File: src/rtl/alu_execute_unit_if.sv
// alu_execute_unit_if: operand/opcode request and result response handshake bundle
interface alu_execute_unit_if #(
  parameter int WIDTH   = 32,
  parameter int SHAMT_W = 5
);
  logic               in_valid;
  logic               in_ready;
  logic [3:0]         alu_operation;
  logic [WIDTH-1:0]   a;
  logic [WIDTH-1:0]   b;
  logic [SHAMT_W-1:0] shamt;
  logic               out_valid;
  logic               out_ready;
  logic [WIDTH-1:0]   result;
  logic               zero;
  logic               illegal_op;
  modport master (
    output in_valid, alu_operation, a, b, shamt, out_ready,
    input  in_ready, out_valid, result, zero, illegal_op
  );
  modport slave (
    input  in_valid, alu_operation, a, b, shamt, out_ready,
    output in_ready, out_valid, result, zero, illegal_op
  );
endinterface

File: src/rtl/alu_execute_unit.sv
// alu_execute_unit: handshaked execute stage, single-cycle logic/arith ops and 1-bit-per-cycle shifts
module alu_execute_unit #(
  parameter int WIDTH   = 32,
  parameter int SHAMT_W = 5
) (
  input logic             clk,
  input logic             reset,
  alu_execute_unit_if.slave bus
);
  typedef enum logic [1:0] {IDLE, SHIFT, DONE} state_t;
  state_t             r_state;
  logic [WIDTH-1:0]   r_shreg;
  logic [WIDTH-1:0]   r_result;
  logic [SHAMT_W-1:0] r_cnt;
  logic               r_left;
  logic               r_zero;
  logic               r_illegal;
  logic               r_out_valid;
  logic [WIDTH-1:0]   w_res;
  logic [WIDTH-1:0]   w_shift;
  logic               w_is_shift;
  logic               w_illegal;
  always_comb begin
    w_res = '0;
    case (bus.alu_operation)
      4'b0000: w_res = bus.a & bus.b;
      4'b0001: w_res = bus.a | bus.b;
      4'b0010: w_res = ~(bus.a | bus.b);
      4'b0011: w_res = bus.a + bus.b;
      4'b0100: w_res = bus.a - bus.b;
      4'b0101: w_res = bus.b << (WIDTH / 2);
      4'b0110, 4'b0111: w_res = bus.b;
      default: w_res = '0;
    endcase
  end
  assign w_illegal  = bus.alu_operation[3];
  assign w_is_shift = bus.alu_operation[3:1] == 3'b011;
  assign w_shift    = r_left ? r_shreg << 1 : r_shreg >> 1;
  assign bus.in_ready   = reset && r_state == IDLE;
  assign bus.out_valid  = r_out_valid;
  assign bus.result     = r_result;
  assign bus.zero       = r_zero;
  assign bus.illegal_op = r_illegal;
  always_ff @(posedge clk) begin
    if (!reset) begin
      r_state     <= IDLE;
      r_shreg     <= '0;
      r_cnt       <= '0;
      r_left      <= 1'b0;
      r_result    <= '0;
      r_zero      <= 1'b0;
      r_illegal   <= 1'b0;
      r_out_valid <= 1'b0;
    end else begin
      case (r_state)
        IDLE: if (bus.in_valid) begin
          if (w_is_shift && bus.shamt != '0) begin
            r_shreg <= bus.b;
            r_cnt   <= bus.shamt;
            r_left  <= bus.alu_operation[0];
            r_state <= SHIFT;
          end else begin
            r_result    <= w_res;
            r_zero      <= w_res == '0;
            r_illegal   <= w_illegal;
            r_out_valid <= 1'b1;
            r_state     <= DONE;
          end
        end
        SHIFT: begin
          r_shreg <= w_shift;
          r_cnt   <= r_cnt - SHAMT_W'(1);
          if (r_cnt == SHAMT_W'(1)) begin
            r_result    <= w_shift;
            r_zero      <= w_shift == '0;
            r_illegal   <= 1'b0;
            r_out_valid <= 1'b1;
            r_state     <= DONE;
          end
        end
        DONE: if (bus.out_ready) begin
          r_out_valid <= 1'b0;
          r_state     <= IDLE;
        end
        default: r_state <= IDLE;
      endcase
    end
  end
endmodule

File: src/flat_wrapper.sv
// flat-port wrapper written by rule: the top's interface ports become plain ports
module alu_execute_unit_flat 
#(
  parameter int WIDTH   = 32,
  parameter int SHAMT_W = 5
)
  (clk, reset, bus_in_valid, bus_alu_operation, bus_a, bus_b, bus_shamt, bus_out_ready, bus_in_ready, bus_out_valid, bus_result, bus_zero, bus_illegal_op);
  alu_execute_unit_if #(.WIDTH(WIDTH), .SHAMT_W(SHAMT_W)) bus_i ();
  input logic clk;
  input logic reset;
  input wire logic [$bits(bus_i.in_valid)-1:0] bus_in_valid;
  input wire logic [$bits(bus_i.alu_operation)-1:0] bus_alu_operation;
  input wire logic [$bits(bus_i.a)-1:0] bus_a;
  input wire logic [$bits(bus_i.b)-1:0] bus_b;
  input wire logic [$bits(bus_i.shamt)-1:0] bus_shamt;
  input wire logic [$bits(bus_i.out_ready)-1:0] bus_out_ready;
  output wire logic [$bits(bus_i.in_ready)-1:0] bus_in_ready;
  output wire logic [$bits(bus_i.out_valid)-1:0] bus_out_valid;
  output wire logic [$bits(bus_i.result)-1:0] bus_result;
  output wire logic [$bits(bus_i.zero)-1:0] bus_zero;
  output wire logic [$bits(bus_i.illegal_op)-1:0] bus_illegal_op;
  assign bus_i.in_valid = bus_in_valid;
  assign bus_i.alu_operation = bus_alu_operation;
  assign bus_i.a = bus_a;
  assign bus_i.b = bus_b;
  assign bus_i.shamt = bus_shamt;
  assign bus_i.out_ready = bus_out_ready;
  assign bus_in_ready = bus_i.in_ready;
  assign bus_out_valid = bus_i.out_valid;
  assign bus_result = bus_i.result;
  assign bus_zero = bus_i.zero;
  assign bus_illegal_op = bus_i.illegal_op;
  alu_execute_unit #(.WIDTH(WIDTH), .SHAMT_W(SHAMT_W)) u_core (.clk(clk), .reset(reset), .bus(bus_i));
endmodule
File: config.mk
export PLATFORM = sky130hd
export DESIGN_NAME = alu_execute_unit_flat
export DESIGN_NICKNAME = d
export VERILOG_FILES = /design/src/rtl/alu_execute_unit_if.sv /design/src/rtl/alu_execute_unit.sv /design/src/flat_wrapper.sv
export SDC_FILE = /design/constraint.sdc
export NUM_CORES = 1
export LEC_CHECK = 0
export BUFFER_PORTS_ARGS = -buffer_cell sky130_fd_sc_hd__buf_2
export CORE_ASPECT_RATIO = 0.6
export CORE_MARGIN = 1
export CORE_UTILIZATION = 59
export CTS_CLUSTER_DIAMETER = 40
export DETAILED_ROUTE_END_ITERATION = 12
export PLACE_DENSITY = 0.83
export SYNTH_ARGS = -nofsm -noshare
export SYNTH_HDL_FRONTEND = slang
export SYNTH_SLANG_ARGS = --single-unit
export TNS_END_PERCENT = 5
File: constraint.sdc
create_clock -name clk -period 6.5 [get_ports clk]
set_input_delay 1.625 -clock clk [delete_from_list [all_inputs] [get_ports clk]]
set_output_delay 1.625 -clock clk [all_outputs]
set_load 0.01 [all_outputs]
==> impl_metrics.csv, run 1 <==
group,metric,value,unit
outcome,outcome,"finished clean",
worst_setup_path,worstPathArrival,6.36,ns
sta,holdWs,0.455,ns
power,powerDensity,193,nW/um2
synthesis,ys.flop_type,"dfxtp_1",
layout,fin_nets,1288,
worst_setup_path,worst-path-max-fanout,8,
synthesis,synth_common_cells,"a21oi_1, nor2_1, nand2_1, clkbuf_1, dfxtp_1",
global_route,overflow,0,
worst_hold_path,worstHoldPathType,"reg2reg",
global_route,antenna_found_initial,1,
synthesis,post-synth-top-count-cell,"a21oi_1",
routing,drt_iter0_drc,1344,
global_route,grt_max_degree,72,
synthesis,synth_cell_types,84,
sta,fmax,164,MHz
layout,syn2layout_area_growth,11.1,%
global_route,grt_pass1_vias,7792,
layout,drive_gt1_frac,0.146,
clock_tree,post_cts_buffers,0,
worst_setup_path,cp_common_cell,"nand2b_1",
worst_hold_path,min_path_cells,2,
clock_tree,ctsResizeCount,0,
floorplan,die_h,91.3,um
layout,regArea,1500,um2
power,switching_power,0.607,mW
sta,hold_viol_final,0,
clock_tree,cts_buffer_depth,2,
floorplan,rows,32,
power,ir_drop,0.144,mV
synthesis,ys_async_sr_fraction,0,
routing,drt_pass1_iterations,8,
place,place_inst,1333,
clock_tree,cts_tree,"done",
layout,instances_no_fill,1349,
synthesis,yosysSeqAreaShare,0.191,
routing,avgRoutedWirePerCell,20.9,um
sta,maxSlewHeadroom,0.199,
power,p_leak,3.46,nW
clock_tree,clock_latency,0.34,ns
layout,diodes,0,
place,hpwlAfterDp,21000,um
clock_tree,cts_max_level,3,
worst_setup_path,reg2regPathDepth,9,
floorplan,ioPinCount,113,
place,portBuffers,112,
sta,rsz0062_at_grt,"no",
clock_tree,cts_sinks,75,
sta,fin_skew,0.00704,ns
layout,post-route-util,0.676,
routing,wirelength,28200,um
sta,slew_violations,0,
worst_setup_path,worst_path_max_delay_cell,"nor4_1",
global_route,grt_pass1_wl,42800,um
power,comb_power_share,0.362,
layout,multi_input_area,5850,um2
place,gp_congestion,1.00,
worst_setup_path,path_cells,"buf_2 -> or3_1 -> nor3_1 -> nand2b_1 -> nand2b_1 -> nand2b_1 -> nand2b_1 -> o21ai_0 -> xnor2_1 -> ha_1 -> a21oi_1 -> buf_4 -> nor3_1 -> a2111oi_2 -> o2111ai_1 -> nor4_1 -> nand4_1 -> nor4_1 -> nand4b_1 -> o21ai_1",
sta,tightest_slew,1.20,ns
synthesis,synth.area.top_cells,"dfxtp_1, a21oi_1, ha_1",
synthesis,synth-edff-count,0,
global_route,track_usage,0.401,
power,seq_power_share,0.298,
worst_setup_path,critPathRequiredTime,6.78,ns
synthesis,yosys_warnings,0,
synthesis,syn_area,7840,um2
floorplan,initial_core_util,0.608,
floorplan,core_region_area,12900,um2
routing,antenna_left,0,
power,p_sw_frac,0.360,
routing,post_drt_via_cell_ratio,6.91,
synthesis,syn_inst,1134,
synthesis,syn-num-nets,1248,
floorplan,die_w,151,um
worst_setup_path,crit_path_start_kind,"primary input",
power,internal_power,1.08,mW
synthesis,yosysTopAreaCell,"dfxtp_1",
synthesis,ys_ff_latch,75,
clock_tree,cts_root_buf,"clkbuf_16",
clock_tree,numCtsBuffers,9,
clock_tree,clk_pin_slew,0.06,ns
synthesis,yosysTopAreaCellShare,0.191,
run,max_cap_viol_count,0,
power,clockPowerShare,0.340,
worst_setup_path,path_class,"in2reg",
routing,vias,9317,
layout,fillers,1181,
floorplan,die-area,13800,um2
worst_setup_path,end_kind,"flip-flop",
sta,finalSetupTns,0,ns
synthesis,syn_area_per_cell,6.92,um2
worst_setup_path,slowest_delay,0.54,ns
clock_tree,ctsHoldBuffers,0,
sta,period_needed,6.09,ns
routing,drc_errors,0,
sta,period_share,0.936,
sta,setup-violations-final,0,
## state kept, by name (all words and copies together), names as in the netlist
register and count:
u_core.bus.zero 1, u_core.r_shreg 32, u_core.bus.illegal_op 1, u_core.r_cnt 5
u_core.r_state 2, u_core.r_left 1, u_core.bus.result 32, u_core.bus.out_valid 1
## logic make-up after synthesis
kind of cell             synth area share
flip-flops                          0.191
buffers and inverters              0.0659
adder cells (fa/ha/maj)            0.0778
XOR/XNOR                           0.0546
AO/OA/AOI/OAI                       0.321
AND/OR/NAND/NOR                     0.265
multiplexers                       0.0242
## layout make-up
cell class | count | share of cell area
clock buffers | 9 | 0.0258
clock inverters | 7 | 0.0133
inverters | 30 | 0.0129
multi-input cells | 928 | 0.671
flip-flops and latches | 75 | 0.172
well taps | 170 | 0.0244
repair buffers | 130 | 0.0798
## metrics by stage
| stage | worst slack (ns) | total power [mW] | area [um2] |
|---|---|---|---|
| floorplan | 0.929 | 0.916 | 7840 |
| global placement | 0.466 | 1.09 | 8380 |
| detailed placement | 0.351 | 1.09 | 8380 |
| CTS | 0.682 | 1.66 | 8720 |
| global route | 0.273 | 1.75 | 8720 |
| finish | 0.413 | 1.68 | 8720 |
## power by group through the flow
stage                     combinational (mW)  clock (mW)  sequential [mW]
after floorplan                        0.404           0            0.511
after global placement                 0.578           0            0.510
after detailed placement               0.584           0            0.510
after CTS                              0.588       0.576            0.501
after global routing                   0.654       0.592            0.504
final                                  0.609       0.573            0.502
## critical path, delay by kind of cell
kind            cells  cell delay [ns]
compound gates      5             1.20
xor+xnor            1             0.15
fa+ha+maj           1             0.31
buf+inv             2             0.35
simple gates       11             2.73
## layer usage
metal	share of wire	vias up	GRT usage
met5	0	-	0
met4	0.034	0	0.122
met3	0.16	117	0.112
met2	0.39	774	0.553
met1	0.41	4163	0.592
li1	-	4263	-
## placed cells by master (no fill, tap or decap), types with 15 or more instances in the layout
| cell type | n |
|---|---|
| o31ai_1 | 15 |
| buf_4 | 18 |
| nand2_1 | 110 |
| o21ai_0 | 45 |
| a21oi_1 | 136 |
| ha_1 | 36 |
| xor2_1 | 22 |
| mux2i_1 | 19 |
| inv_1 | 28 |
| buf_2 | 112 |
| nor2_1 | 111 |
| nor2b_1 | 23 |
| nor4_1 | 19 |
| xnor2_1 | 25 |
| o211ai_1 | 28 |
| a211oi_1 | 43 |
| dfxtp_1 | 74 |
| nor3_1 | 48 |
| nand3_1 | 22 |
| nand4_1 | 15 |
## path summary, 6_finish.rpt
check	start	endpoint	slack [ns]
worst min register to register	u_core.bus.result[8]$_SDFFE_PN0P_	u_core.bus.result[8]$_SDFFE_PN0P_	0.46
worst max register to register	u_core.r_state[1]$_SDFFE_PN0P_	u_core.bus.zero$_SDFFE_PN0P_	3.37
worst max-delay path	bus_b[6]	u_core.bus.zero$_SDFFE_PN0P_	0.41
worst min-delay path	u_core.bus.result[8]$_SDFFE_PN0P_	u_core.bus.result[8]$_SDFFE_PN0P_	0.46
Power figures use the tool's default switching activity.
==> run 2: changes to the inputs <==
--- a/config.mk
+++ b/config.mk
@@ -6,12 +6,11 @@
 export NUM_CORES = 1
 export LEC_CHECK = 0
 export BUFFER_PORTS_ARGS = -buffer_cell sky130_fd_sc_hd__buf_2
-export CORE_ASPECT_RATIO = 0.6
-export CORE_MARGIN = 1
 export CORE_UTILIZATION = 59
 export CTS_CLUSTER_DIAMETER = 40
 export DETAILED_ROUTE_END_ITERATION = 12
 export PLACE_DENSITY = 0.83
+export RECOVER_POWER = 50
 export SYNTH_ARGS = -nofsm -noshare
 export SYNTH_HDL_FRONTEND = slang
 export SYNTH_SLANG_ARGS = --single-unit
==> impl_metrics.csv, run 2 (same netlist as run 1, synthesis figures left out) <==
group,metric,value,unit
outcome,outcome,"finished clean",
run,max_cap_viol_count,0,
global_route,grt_pass1_wl,42800,um
worst_setup_path,cp_common_cell,"nand2b_1",
global_route,track_usage,0.389,
sta,period_share,0.904,
sta,fmax,170,MHz
sta,fin_skew,0.00412,ns
worst_setup_path,crit_path_start_kind,"primary input",
power,ir_drop,0.167,mV
clock_tree,ctsResizeCount,0,
routing,wirelength,27500,um
sta,period_needed,5.88,ns
worst_setup_path,worst_path_max_delay_cell,"nor4_1",
place,gp_congestion,1.01,
routing,drt_pass1_iterations,7,
layout,fin_nets,1287,
clock_tree,clk_pin_slew,0.06,ns
power,powerDensity,187,nW/um2
sta,setup-violations-final,0,
floorplan,initial_core_util,0.614,
clock_tree,cts_sinks,75,
layout,diodes,0,
routing,vias,9160,
global_route,grt_max_degree,72,
worst_setup_path,path_class,"in2reg",
floorplan,die-area,13800,um2
clock_tree,cts_buffer_depth,2,
layout,final_cell_mix,"a21oi_1, nor2_1, nand2_1",
worst_setup_path,r2r_start,"u_core.r_state[1]$_SDFFE_PN0P_",
floorplan,ioPinCount,113,
clock_tree,post_cts_buffers,0,
clock_tree,ctsHoldBuffers,0,
global_route,grt_pass1_vias,8157,
layout,mostFrequentLayoutCell,"a21oi_1",
sta,slew_violations,0,
sta,hold_viol_final,0,
worst_setup_path,reg2regPathDepth,8,
worst_setup_path,slowest_delay,0.47,ns
routing,antenna_left,0,
layout,instances_no_fill,1350,
worst_setup_path,path_cells,"buf_2 -> or3_1 -> nor3_1 -> nand2b_1 -> nand2b_1 -> nand2b_1 -> nand2b_1 -> o21ai_0 -> xnor2_1 -> ha_1 -> a21oi_1 -> nor3_1 -> a2111oi_2 -> o2111ai_1 -> nor4_1 -> nand4_1 -> nor4_1 -> nand4b_1 -> o21ai_1",
global_route,overflow,0,
sta,finalSetupTns,0,ns
worst_setup_path,crit_end,"u_core.bus.zero$_SDFFE_PN0P_",
worst_setup_path,startpoint,"bus_b[6]",
layout,syn2layout_area_growth,9.86,%
sta,tightest_slew,1.11,ns
worst_setup_path,regToRegSetupSlack,3.36,ns
sta,fin_ws,0.621,ns
worst_setup_path,end_kind,"flip-flop",
layout,multi_input_area,5850,um2
place,pre_cts_slack,0.417,ns
worst_setup_path,worst-path-max-fanout,8,
global_route,antenna_found_initial,0,
routing,drt_iter0_drc,1248,
place,portBuffers,112,
clock_tree,cts_root_buf,"clkbuf_16",
worst_setup_path,path_delay_family,"simple AND/OR/NAND/NOR gates",
clock_tree,clock_latency,0.34,ns
routing,avgRoutedWirePerCell,20.4,um
worst_hold_path,worstHoldPathType,"reg2reg",
clock_tree,cts_tree,"done",
layout,regArea,1500,um2
sta,rsz0062_at_grt,"no",
sta,holdWs,0.456,ns
routing,drc_errors,0,
worst_setup_path,worstReg2RegEnd,"u_core.bus.zero$_SDFFE_PN0P_",
worst_setup_path,critical_path_buf_inv_count,1,
power,p_leak,3.28,nW
layout,drive_gt1_frac,0.110,
clock_tree,numCtsBuffers,9,
floorplan,rows,41,
routing,post_drt_via_cell_ratio,6.79,
sta,maxSlewHeadroom,0.258,
worst_setup_path,critPathRequiredTime,6.78,ns
place,place_inst,1334,
worst_setup_path,crit_cells,19,
floorplan,die_w,117,um
worst_setup_path,worstPathArrival,6.16,ns
clock_tree,cts_max_level,3,
floorplan,core_region_area,12800,um2
layout,fillers,1120,
place,hpwlAfterDp,20100,um
floorplan,die_h,117,um
## run 2: cell types whose count changed in the layout (fill, tap and decap cells not counted), sizes merged
cell / delta
clkbuf: +42
buf: -40
bufinv: -2
clkinvlp: -1
## run 2: routing by layer
| metal | track usage | share of wire | vias to the layer above |
|---|---|---|---|
| li1 | - | - | 4265 |
| met5 | 0 | 0 | - |
| met2 | 0.602 | 0.44 | 632 |
| met3 | 0.0885 | 0.11 | 129 |
| met1 | 0.507 | 0.40 | 4134 |
| met4 | 0.189 | 0.051 | 0 |
## run 2: power by group
| group | internal, mW | leakage, nW | switching (mW) | total (mW) |
|---|---|---|---|---|
| clock network | 0.317 | 0.153 | 0.191 | 0.508 |
| registers | 0.483 | 0.610 | 0.0206 | 0.503 |
| logic | 0.216 | 2.52 | 0.382 | 0.598 |
## run 2: layout make-up
| cell class | instances | share of cell area |
|---|---|---|
| inverters | 30 | 0.0131 |
| flip-flops and latches | 75 | 0.174 |
| clock inverters | 4 | 0.00566 |
| clock buffers | 12 | 0.0298 |
| multi-input cells | 928 | 0.679 |
| well taps | 172 | 0.0250 |
| repair buffers | 129 | 0.0733 |
## run 2: stage by stage
step	instance area (um2)	power [mW]	utilization
6_report	8620	1.61	0.675
5_1_grt	8620	1.68	0.675
4_1_cts	8670	1.60	0.679
3_5_place_dp	8370	1.09	0.655
3_3_place_gp	8370	1.09	0.655
2_1_floorplan	7840	0.916	-
## run 2: worst min-delay path by stage
stage                                               endpoint  cells past startpoint                               start
after floorplan                 u_core.r_cnt[1]$_SDFFE_PN0P_                      2        u_core.r_cnt[1]$_SDFFE_PN0P_
after global placement    u_core.bus.result[14]$_SDFFE_PN0P_                      2  u_core.bus.result[14]$_SDFFE_PN0P_
after detailed placement  u_core.bus.result[20]$_SDFFE_PN0P_                      2  u_core.bus.result[20]$_SDFFE_PN0P_
after CTS                 u_core.bus.result[14]$_SDFFE_PN0P_                      2  u_core.bus.result[14]$_SDFFE_PN0P_
after global routing      u_core.bus.result[17]$_SDFFE_PN0P_                      2  u_core.bus.result[17]$_SDFFE_PN0P_
final                     u_core.bus.result[14]$_SDFFE_PN0P_                      2  u_core.bus.result[14]$_SDFFE_PN0P_
## run 2: tightest hold or removal path, delay by kind of cell (launching register included)
kind / cells / cell delay, ns
DFF: 1 / 0.31
and+or+nand+nor: 1 / 0.05
AOI/OAI and AO/OA: 1 / 0.05
==> run 3: changes to the inputs <==
--- a/config.mk
+++ b/config.mk
@@ -5,11 +5,12 @@
 export SDC_FILE = /design/constraint.sdc
 export NUM_CORES = 1
 export LEC_CHECK = 0
+export ABC_AREA = 1
 export BUFFER_PORTS_ARGS = -buffer_cell sky130_fd_sc_hd__buf_2
-export CORE_UTILIZATION = 59
+export CORE_UTILIZATION = 60
 export CTS_CLUSTER_DIAMETER = 40
 export DETAILED_ROUTE_END_ITERATION = 12
-export PLACE_DENSITY = 0.83
+export PLACE_DENSITY = 0.84
 export RECOVER_POWER = 50
 export SYNTH_ARGS = -nofsm -noshare
 export SYNTH_HDL_FRONTEND = slang
==> impl_metrics.csv, run 3 <==
group,metric,value,unit
worst_hold_path,min-delay-start,"u_core.r_shreg[23]$_SDFFE_PN0P_",
worst_setup_path,end_kind,"flip-flop",
place,placed_area,8890,um2
clock_tree,ctsHoldBuffers,0,
worst_setup_path,crit_path_start_kind,"primary input",
floorplan,initial_core_util,0.621,
routing,drt_iter0_drc,1186,
clock_tree,cts_buffer_depth,2,
synthesis,yosysTopAreaCellShare,0.185,
global_route,antenna_found_initial,0,
synthesis,yosysSeqAreaShare,0.180,
floorplan,ioPinCount,113,
floorplan,die-area,14300,um2
global_route,overflow,0,
synthesis,syn_inst,1475,
synthesis,yosys_warnings,0,
clock_tree,cts_tree,"done",
worst_setup_path,critPathRequiredTime,6.78,ns
layout,syn2layout_area_growth,9.47,%
routing,avgRoutedWirePerCell,16.8,um
worst_hold_path,min_path_cells,2,
synthesis,ys_ff_latch,75,
clock_tree,cts_sinks,75,
worst_setup_path,critical_path_buf_inv_count,3,
synthesis,synth-edff-count,0,
global_route,grt_pass1_vias,8782,
layout,final_cell_mix,"nand2_1, inv_1, o21ai_0",
clock_tree,clk_pin_slew,0.06,ns
clock_tree,numCtsBuffers,9,
sta,period_share,0.801,
clock_tree,clock_latency,0.34,ns
synthesis,post-synth-top-count-cell,"nand2_1",
worst_setup_path,crit_end,"u_core.bus.zero$_SDFFE_PN0P_",
sta,period_needed,5.21,ns
layout,diodes,0,
worst_setup_path,worst-path-max-fanout,6,
routing,antenna_left,0,
layout,final_area,9110,um2
synthesis,synth_common_cells,"nand2_1, inv_1, o21ai_0, nor2_1, nand3_1",
synthesis,syn-num-nets,1589,
synthesis,ys_async_sr_fraction,0,
synthesis,syn_area_per_cell,5.64,um2
worst_setup_path,r2r_start,"u_core.r_state[1]$_SDFFE_PN0P_",
clock_tree,cts_root_buf,"clkbuf_16",
synthesis,yosysTopAreaCell,"nand2_1",
run,max_cap_viol_count,1,
worst_setup_path,startpoint,"bus_b[0]",
worst_setup_path,worstReg2RegEnd,"u_core.r_shreg[28]$_SDFFE_PN0P_",
sta,fin_skew,0.00504,ns
worst_hold_path,worstHoldPathType,"reg2reg",
sta,finalSetupTns,0,ns
place,gp_congestion,1.06,
sta,hold_viol_final,0,
outcome,outcome,"finished, violations left",
routing,vias,10200,
sta,setup-violations-final,0,
sta,tightest_slew,2.22,ns
sta,rsz0062_at_grt,"no",
clock_tree,ctsResizeCount,0,
layout,fin_nets,1665,
floorplan,core_region_area,13400,um2
worst_setup_path,path_class,"in2reg",
global_route,track_usage,0.406,
sta,slew_violations,57,
place,portBuffers,112,
worst_setup_path,reg2regPathDepth,9,
worst_setup_path,crit_cells,27,
routing,post_drt_via_cell_ratio,5.89,
power,ir_drop,0.162,mV
floorplan,rows,42,
worst_setup_path,slowest_delay,0.39,ns
floorplan,die_w,120,um
layout,mostFrequentLayoutCell,"nand2_1",
worst_setup_path,worst_path_max_delay_cell,"ha_1",
place,hpwlAfterDp,22600,um
sta,maxSlewHeadroom,-0.479,
synthesis,synth_cell_types,51,
synthesis,synth.area.top_cells,"nand2_1, dfxtp_1, inv_1",
worst_setup_path,worstPathArrival,5.49,ns
sta,fmax,192,MHz
routing,wirelength,29100,um
clock_tree,cts_max_level,3,
global_route,grt_max_degree,69,
outcome,violations,"max-capacitance violations, max-slew violations",
layout,drive_gt1_frac,0.0996,
worst_setup_path,path_delay_family,"simple AND/OR/NAND/NOR gates",
power,p_leak,4.58,nW
routing,drc_errors,0,
routing,drt_pass1_iterations,7,
synthesis,ys.flop_type,"dfxtp_1",
clock_tree,post_cts_buffers,0,
worst_setup_path,regToRegSetupSlack,2.97,ns
power,powerDensity,189,nW/um2
worst_setup_path,cp_common_cell,"nand2_1",
global_route,grt_pass1_wl,45500,um
floorplan,die_h,120,um
synthesis,syn_area,8320,um2
==> run 3: cell count changes after synthesis, moves of 31 or more <==
cell | before | now
a211oi_1 | 43 | 12
a21oi_1 | 136 | 67
clkbuf_1 | 83 | 26
inv_1 | 28 | 222
nand2_1 | 110 | 411
nand3_1 | 22 | 88
o21ai_0 | 45 | 140
==> run 3: where the power goes <==
part	leakage, nW	total [mW]	internal, mW	switching (mW)
combinational	3.82	0.680	0.216	0.464
sequential	0.615	0.546	0.514	0.0317
clock	0.141	0.497	0.295	0.201
==> run 3: how the worst min path moves through the flow <==
| stage | to | slack [ns] |
|---|---|---|
| finish | u_core.r_shreg[23]$_SDFFE_PN0P_ | 0.46 |
| global route | u_core.r_shreg[23]$_SDFFE_PN0P_ | 0.48 |
| global placement | u_core.bus.illegal_op$_SDFFE_PN0P_ | 0.45 |
| detailed placement | u_core.r_shreg[23]$_SDFFE_PN0P_ | 0.46 |
| floorplan | u_core.r_shreg[12]$_SDFFE_PN0P_ | 0.44 |
| CTS | u_core.r_shreg[23]$_SDFFE_PN0P_ | 0.46 |
==> run 3: tightest hold or removal path, cell delays in order (launching register included) <==
cell,delay [ns]
dfxtp_1,0.30
inv_1,0.06
a21oi_1,0.05
==> run 3: logic make-up after synthesis <==
group,Yosys count,share of synthesized area
compound gates,329,0.222
xor+xnor,30,0.0316
fa+ha+maj,37,0.0565
buf+inv,285,0.139
flops,75,0.180
simple gates,719,0.371
==> run 3: through the flow <==
stage          setup slack (ns)  total power [mW]  cells  utilization  hold WS [ns]
2_1_floorplan              1.87              1.02   1475            -         0.440
3_3_place_gp               1.18              1.21   1716        0.663         0.450
3_5_place_dp               1.15              1.22   1716        0.663         0.455
4_1_cts                    1.46              1.71   1732        0.685         0.464
5_1_grt                   0.992              1.82   1732        0.680         0.482
6_report                   1.29              1.72   1732        0.680         0.465
==> run 3: layer usage <==
metal,up-vias,track usage,wire length [um]
met5,-,0,0
met4,0,0.147,1110
met3,90,0.0894,3230
met2,617,0.638,12700
met1,4516,0.544,12000
li1,4976,-,-
==> run 3: cell type report <==
type	count	area, um2
clock buffer	9	225
inverter	229	865
multi-input combinational	1115	5650
clock inverter	7	68.8
timing repair buffer	121	579
sequential	75	1500
fill	1329	4290
tap	176	220
